===== src/rtl/fetch_unit.sv =====
// ---------------------------------------------------------------------------
// fetch_unit
//
// Instruction fetch stage. Keeps the program counter and issues one
// word-aligned request at a time to instruction memory. Fetched words go to
// decode through a registered output stage, backed by a one-entry skid
// buffer so that decode can stall without losing an in-flight response.
// A redirect from the branch unit reloads the PC and flushes wrong-path work.
// If the redirect arrives while a request is still waiting for its ack, the
// request is held stable and its data is dropped when it arrives.
//
// Ports:
//   i_clk        system clock, rising edge
//   i_rst        synchronous reset, active-high
//   i_br_en      redirect request (taken branch / jump)
//   i_br_addr    redirect target, bits [1:0] ignored
//   i_stall      decode cannot accept; output register holds
//   o_imem_req   memory request valid
//   o_imem_addr  word-aligned request address
//   i_imem_ack   request accepted, i_imem_dat valid in the same cycle
//   i_imem_dat   instruction word returned by memory
//   o_inst       instruction presented to decode
//   o_pc         PC of o_inst
//   o_valid      o_inst/o_pc hold a correct-path instruction
// ---------------------------------------------------------------------------
module fetch_unit #(
    parameter logic [31:0] RESET_VECTOR = 32'h0000_0000
) (
    input  logic        i_clk,
    input  logic        i_rst,
    input  logic        i_br_en,
    input  logic [31:0] i_br_addr,
    input  logic        i_stall,
    output logic        o_imem_req,
    output logic [31:0] o_imem_addr,
    input  logic        i_imem_ack,
    input  logic [31:0] i_imem_dat,
    output logic [31:0] o_inst,
    output logic [31:0] o_pc,
    output logic        o_valid
);

    localparam logic [31:0] NOP_INST = 32'h0000_0013;

    typedef enum logic {
        ST_FETCH = 1'b0,
        ST_DROP  = 1'b1
    } state_t;

    state_t      state_q, state_d;
    logic [31:0] pc_q, pc_d;
    logic [31:0] drop_addr_q, drop_addr_d;
    logic        skid_vld_q, skid_vld_d;
    logic [31:0] skid_inst_q, skid_inst_d;
    logic [31:0] skid_pc_q, skid_pc_d;
    logic        out_vld_q, out_vld_d;
    logic [31:0] out_inst_q, out_inst_d;
    logic [31:0] out_pc_q, out_pc_d;

    logic [31:0] br_tgt;
    logic [31:0] reset_pc;
    logic        req;
    logic        ack_fire;
    logic        take;
    logic        unused_br_lsbs;

    assign br_tgt         = {i_br_addr[31:2], 2'b00};
    assign reset_pc       = {RESET_VECTOR[31:2], 2'b00};
    assign unused_br_lsbs = ^i_br_addr[1:0];

    // A request is outstanding every cycle out of reset unless the skid
    // buffer is holding a word; the buffer must drain before fetch resumes.
    // The buffer is always empty in DROP, since entering DROP flushes it.
    assign req      = ~i_rst & ~skid_vld_q;
    assign ack_fire = req & i_imem_ack;

    // An ack that is kept: normal fetch and no redirect in the same cycle.
    assign take     = ack_fire & (state_q == ST_FETCH) & ~i_br_en;

    assign o_imem_req  = req;
    // In DROP the PC already holds the redirect target, so the abandoned
    // request address is replayed from its own register until it is acked.
    assign o_imem_addr = (state_q == ST_DROP) ? drop_addr_q : pc_q;

    assign o_inst  = out_inst_q;
    assign o_pc    = out_pc_q;
    assign o_valid = out_vld_q;

    always_comb begin
        state_d     = state_q;
        pc_d        = pc_q;
        drop_addr_d = drop_addr_q;
        skid_vld_d  = skid_vld_q;
        skid_inst_d = skid_inst_q;
        skid_pc_d   = skid_pc_q;
        out_vld_d   = out_vld_q;
        out_inst_d  = out_inst_q;
        out_pc_d    = out_pc_q;

        if (i_br_en) begin
            // Redirect wins over stall: flush everything younger than the
            // branch and restart at the target.
            pc_d       = br_tgt;
            out_vld_d  = 1'b0;
            skid_vld_d = 1'b0;
            case (state_q)
                ST_FETCH: begin
                    if (req && !i_imem_ack) begin
                        state_d     = ST_DROP;
                        drop_addr_d = pc_q;
                    end
                end
                ST_DROP: begin
                    // A newer target simply replaces the saved one; the
                    // pending request is still dropped on its ack.
                    if (ack_fire) begin
                        state_d = ST_FETCH;
                    end
                end
                default: state_d = ST_FETCH;
            endcase
        end else begin
            case (state_q)
                ST_FETCH: begin
                    if (take) begin
                        pc_d = pc_q + 32'd4;
                    end
                end
                ST_DROP: begin
                    if (ack_fire) begin
                        state_d = ST_FETCH;
                    end
                end
                default: state_d = ST_FETCH;
            endcase

            if (!i_stall) begin
                if (skid_vld_q) begin
                    // No request is issued while the buffer is full, so
                    // there is never a competing ack in this cycle.
                    out_vld_d  = 1'b1;
                    out_inst_d = skid_inst_q;
                    out_pc_d   = skid_pc_q;
                    skid_vld_d = 1'b0;
                end else if (take) begin
                    out_vld_d  = 1'b1;
                    out_inst_d = i_imem_dat;
                    out_pc_d   = pc_q;
                end else begin
                    out_vld_d  = 1'b0;
                end
            end else if (take) begin
                skid_vld_d  = 1'b1;
                skid_inst_d = i_imem_dat;
                skid_pc_d   = pc_q;
            end
        end
    end

    always_ff @(posedge i_clk) begin
        if (i_rst) begin
            state_q    <= ST_FETCH;
            pc_q       <= reset_pc;
            skid_vld_q <= 1'b0;
            out_vld_q  <= 1'b0;
            out_inst_q <= NOP_INST;
            out_pc_q   <= 32'h0000_0000;
        end else begin
            state_q    <= state_d;
            pc_q       <= pc_d;
            skid_vld_q <= skid_vld_d;
            out_vld_q  <= out_vld_d;
            out_inst_q <= out_inst_d;
            out_pc_q   <= out_pc_d;
        end
    end

    // Payload registers are qualified by their valid/state bits.
    always_ff @(posedge i_clk) begin
        drop_addr_q <= drop_addr_d;
        skid_inst_q <= skid_inst_d;
        skid_pc_q   <= skid_pc_d;
    end

endmodule


===== config.mk =====
export PLATFORM = sky130hd
export DESIGN_NAME = fetch_unit
export DESIGN_NICKNAME = d
export VERILOG_FILES = /design/src/rtl/fetch_unit.sv
export SDC_FILE = /design/constraint.sdc
export NUM_CORES = 1
export LEC_CHECK = 0
export ABC_AREA = 1
export CORE_AREA = 2 2 146 148
export CTS_BUF_LIST = sky130_fd_sc_hd__clkbuf_4 sky130_fd_sc_hd__clkbuf_8
export DETAILED_ROUTE_END_ITERATION = 8
export DIE_AREA = 0 0 148 150
export PLACE_DENSITY_LB_ADDON = 0.12
export SLEW_MARGIN = 20
export SYNTH_ARGS = -nofsm -noshare
export SYNTH_HDL_FRONTEND = slang
export SYNTH_SLANG_ARGS = --single-unit

===== constraint.sdc =====
create_clock -name i_clk -period 6.45 [get_ports i_clk]
set_input_delay 1.935 -clock i_clk [delete_from_list [all_inputs] [get_ports i_clk]]
set_output_delay 1.935 -clock i_clk [all_outputs]
set_load 0.03 [all_outputs]

# Word level (Yosys, flattened, before mapping)
# Index checks and enable logic that the tools add are counted.
# word_totals
reg_bits	195
out_inout_bits	98
# classes
addsub	1
n_eq_ne	1
mux	15
n_bitwise	9
reduce_logical	11
# op_table
operator	count
$mux W32	8
$add A32 B3 Y32 const B	1
$reduce_and A3 Y1	3
$mux W1	6
$not A1 Y1	5
$and A1 B1 Y1	4
$reduce_and A2 Y1	2
$reduce_bool A2 Y1	2
$reduce_or A3 Y1	1
$ne A2 B2 Y1 const B	1
$pmux W1 S2	1
$reduce_or A2 Y1	1
$logic_and A1 B1 Y1	1
$logic_not A1 Y1	1

# Depth between registers and ports, before layout
# depth
depth_word	8
mapped_depth	12

# Least setup slack after synthesis
# OpenSTA, ideal clock, no wires.
# synth_path
kind	input to register
start	in i_br_en
end	reg drop_addr_q[10], enable pin
setup_ns	0.496
arrival_time_ns	5.126
required_ns	5.954
slack_ns	0.829
stages	3
n_path_buf	1
cell_sequence	inv_2 -> clkbuf_1 -> nor4_1
# synth_via
elab_chain_len	1
# synth_lines
item	line_no	text
from (decl)	31	input logic i_br_en,
$reduce_and A3 Y1 (no source line)	n/a	
to (signal assigned)	180	drop_addr_q <= drop_addr_d;
to (decl)	52	logic [31:0] drop_addr_q, drop_addr_d;
# Every way passes these cells.
# A chain may end at the register's enable or synchronous reset.

# Worst setup path after layout
# layout_path
start	in i_rst
end	out o_imem_req
# layout_via
elab_chain_len	2
# layout_lines
item	line_no	text
from (decl)	30	input logic i_rst,
$not A1 Y1	74	assign req = ~i_rst & ~skid_vld_q;
$and A1 B1 Y1	74	
to (decl)	34	output logic o_imem_req,
# Every way passes these cells.

==> results.json <==
{
  "status": "complete, no violations",
  "synthXorXnorAreaFrac_pct": 0.862,
  "synth_warnings": 0,
  "clk_pin_slew_ns": 0.09,
  "highest_ir_drop_seen_on_vdd_mv": 0.116,
  "post-route-drc-count": 0,
  "final_hold_viol_count": 0,
  "crit-reg2reg-capture": "o_inst[27]",
  "cts.sink_count": 187,
  "simple_gate_share_of_the_synthesized_area_pct": 24.2,
  "multi_input_area_mm2": 0.00302,
  "cts_htree_levels": 4,
  "max-clock-path-buffers": 2,
  "final_clock_skew_ns": 0.0138,
  "layout_cells_sized_above_1_pct": 5.10,
  "area_growth_syn_to_layout_pct": 26.4,
  "dr.first_iter.drc_count": 390,
  "number_of_nets_with_antenna_violations_after_detailed_routing": 0,
  "worst_pin_slew_ns": 1.04,
  "top_level_ports": 167,
  "dominantRegCellSynth": "dfxtp_1",
  "die_x_um": 148,
  "max-slew-margin-rel_pct": 30.8,
  "via_to_cell_ratio": 4.75,
  "first_pass_grt_wire_length_um": 34700,
  "drv_slew": 0,
  "netlist-cell-type-count": 33,
  "fp-row-count": 53,
  "drv.max_cap_violation_count": 0,
  "placed_cells_incl_taps": 1380,
  "synth.mux.area_fraction_pct": 0,
  "die_h_um": 150,
  "timing.hold.worst.start": "o_inst[5]",
  "critical_path_required_ns": 4.51,
  "powerDensity_mw_per_mm2": 225,
  "worst_hold_path.endpoint": "o_inst[5]",
  "cts_made_buffers": 17,
  "final_period_minus_worst_setup_slack_ns": 4.95,
  "cts_repair_resize_count": 0,
  "grt.overflow.total": 0,
  "total_power_mw": 2.31,
  "synth_compound_gate_area_share_pct": 11.5,
  "port_buffers": 160,
  "initial_core_utilization_pct": 39.3,
  "grt_antenna_before_repair": 2,
  "area_taken_by_flip_flops_and_latches_mm2": 0.00467,
  "worst-r2r-setup-slack_ns": 3.69,
  "setup_slack_ns": 1.50,
  "yosys.area_share.adder_pct": 0.154,
  "synth-seq-area-share_pct": 57.4,
  "timing.hold.worst.class": "reg -> reg",
  "cts_hold_repair.buffers": 0,
  "final.fill_count": 2068,
  "cellLeakagePower_nw": 3.57,
  "worstHoldPathCells": 2,
  "final.setup.tns_ns": 0,
  "synth-seq-cells": 187,
  "cts_setup_buffers": 0,
  "ff2ff_path_depth": 10,
  "core_mm2": 0.0207,
  "setup_viol": 0,
  "end_kind": "output pin",
  "synth_enable_flop_cells": 92,
  "crit_type": "in -> out",
  "regToRegStartpoint": "skid_vld_q",
  "nets": 1194,
  "grt_start_max_net_pins": 93,
  "holdWs_ns": 0.467,
  "startpoint_type": "input pin",
  "detailroute.via_count": 6713,
  "crit_fanout": 7,
  "asyncSetResetFlopFracSynth_pct": 0,
  "wire_per_inst_um": 15.3,
  "layout_worst_path_cycle_share_pct": 76.7,
  "layout.cells.non_filler": 1413,
  "clockRootBuffer": "clkbuf_8",
  "syn_area_mm2": 0.00813,
  "first_global_vias": 6511,
  "grt_setup_unrepaired": "false",
  "gp_routability_congestion": 0.861,
  "firstDrtPassIters": 5,
  "synth_top_family_by_area": "simple AND/OR/NAND/NOR gates",
  "route.final.wire_length_um": 21600,
  "clkLatencyLatePin_ns": 0.47,
  "floorplan.die_area_mm2": 0.0222,
  "cp_data_arrival_time_ns": 3.01,
  "post_synth_inst_count": 990,
  "tritoncts": "yes",
  "maximum_achievable_frequency_mhz": 202,
  "globalRouteTotalUtil_pct": 20.1,
  "pre_cts_ws_ns": 1.49,
  "synthesized_area_per_cell_um2": 8.21,
  "dp_hpwl_um": 13900
}
-- layout make-up --
type | instances | area share (%)
clock inverter | 13 | 1.16
antenna | 1 | 0.0244
tap | 275 | 3.35
clock buffer | 19 | 2.42
inverter | 56 | 2.07
multi-input combinational | 695 | 29.3
timing repair buffer | 167 | 16.2
sequential | 187 | 45.4
-- power by group --
group          internal, mW  leakage [nW]  total [mW]  switching (mW)
Combinational         0.104          1.78       0.255           0.152
Clock                 0.316         0.180       0.746           0.430
Sequential             1.28          1.61        1.31          0.0304
-- sequential cells by signal (all words and copies together), names as in the netlist, named ones only --
register     flops
skid_pc_q       30
o_inst          32
skid_vld_q       1
drop_addr_q     30
skid_inst_q     32
o_valid          1
pc_q            30
o_pc            30
-- synth_stat cells, drive strengths merged, types with 3 or more instances --
| cell | n | share of area, % |
|---|---|---|
| xor2 | 8 | 0.86 |
| edfxtp | 92 | 34 |
| nor3 | 4 | 0.25 |
| nand2 | 392 | 18 |
| a31oi | 6 | 0.46 |
| inv | 56 | 2.6 |
| o211ai | 3 | 0.28 |
| or2 | 4 | 0.31 |
| a21oi | 86 | 5.3 |
| dfxtp | 95 | 23 |
| buf | 23 | 1.7 |
| clkbuf | 32 | 1.5 |
| nand3 | 29 | 1.9 |
| nor2 | 63 | 3.0 |
| o21ai | 89 | 5.5 |
-- how the worst max path moves through the flow --
stage          startpoint               to  slack [ns]  depth (start not counted)
6_report            i_rst       o_imem_req        1.50                          5
3_3_place_gp        i_rst       o_imem_req        1.50                          5
4_1_cts             i_rst       o_imem_req        1.49                          5
2_1_floorplan     i_br_en  drop_addr_q[10]        0.83                          3
5_1_grt             i_rst       o_imem_req        1.46                          5
3_5_place_dp        i_rst       o_imem_req        1.49                          5
-- cells by family after synthesis --
kind of cell,after synthesis
buffers and inverters,111
DFF,187
adders and majority gates,1
xor gates and xnor gates,8
and+or+nand+nor,498
AOI/OAI and AO/OA,184
other,1
-- per-layer routing --
layer,wire length [um],share of wire (%),track usage [%],up-vias
li1,-,-,-,3486
met3,1390,6.4,5.30,28
met4,395,1.8,6.90,2
met1,9820,45,25.8,3021
met2,10000,46,33.1,176
met5,11,0.051,0,-
-- through the flow --
step	instance area (um2)	util [%]
2_1_floorplan	8140	-
3_3_place_gp	9900	47.9
3_5_place_dp	9900	47.9
6_report	10300	49.7
5_1_grt	10300	49.7
4_1_cts	10300	49.6
-- placed cells by master (no fill, tap or decap), types with 2 or more instances in the layout --
cell	instances
edfxtp_1	92
inv_6	3
inv_1	52
nand2_1	389
xor2_1	8
nor2_4	2
inv_2	3
a21oi_1	86
o21ai_0	89
nand3_1	27
or2_2	4
nor2_1	61
nor3_1	4
clkbuf_4	2
clkbuf_8	17
clkinv_4	2
o211ai_1	3
buf_4	7
clkinvlp_4	4
clkdlybuf4s50_1	159
dfxtp_1	93
conb_1	4
a31oi_1	6
clkinv_2	3
nand2_2	2
nand3_2	2
-- critical path, stage by stage --
cell	delay, ns
buf_4	0.12
inv_4	0.10
nand2_4	0.07
inv_1	0.11
clkdlybuf4s50_1	0.67
No activity file was read; power rests on OpenSTA's default activity.
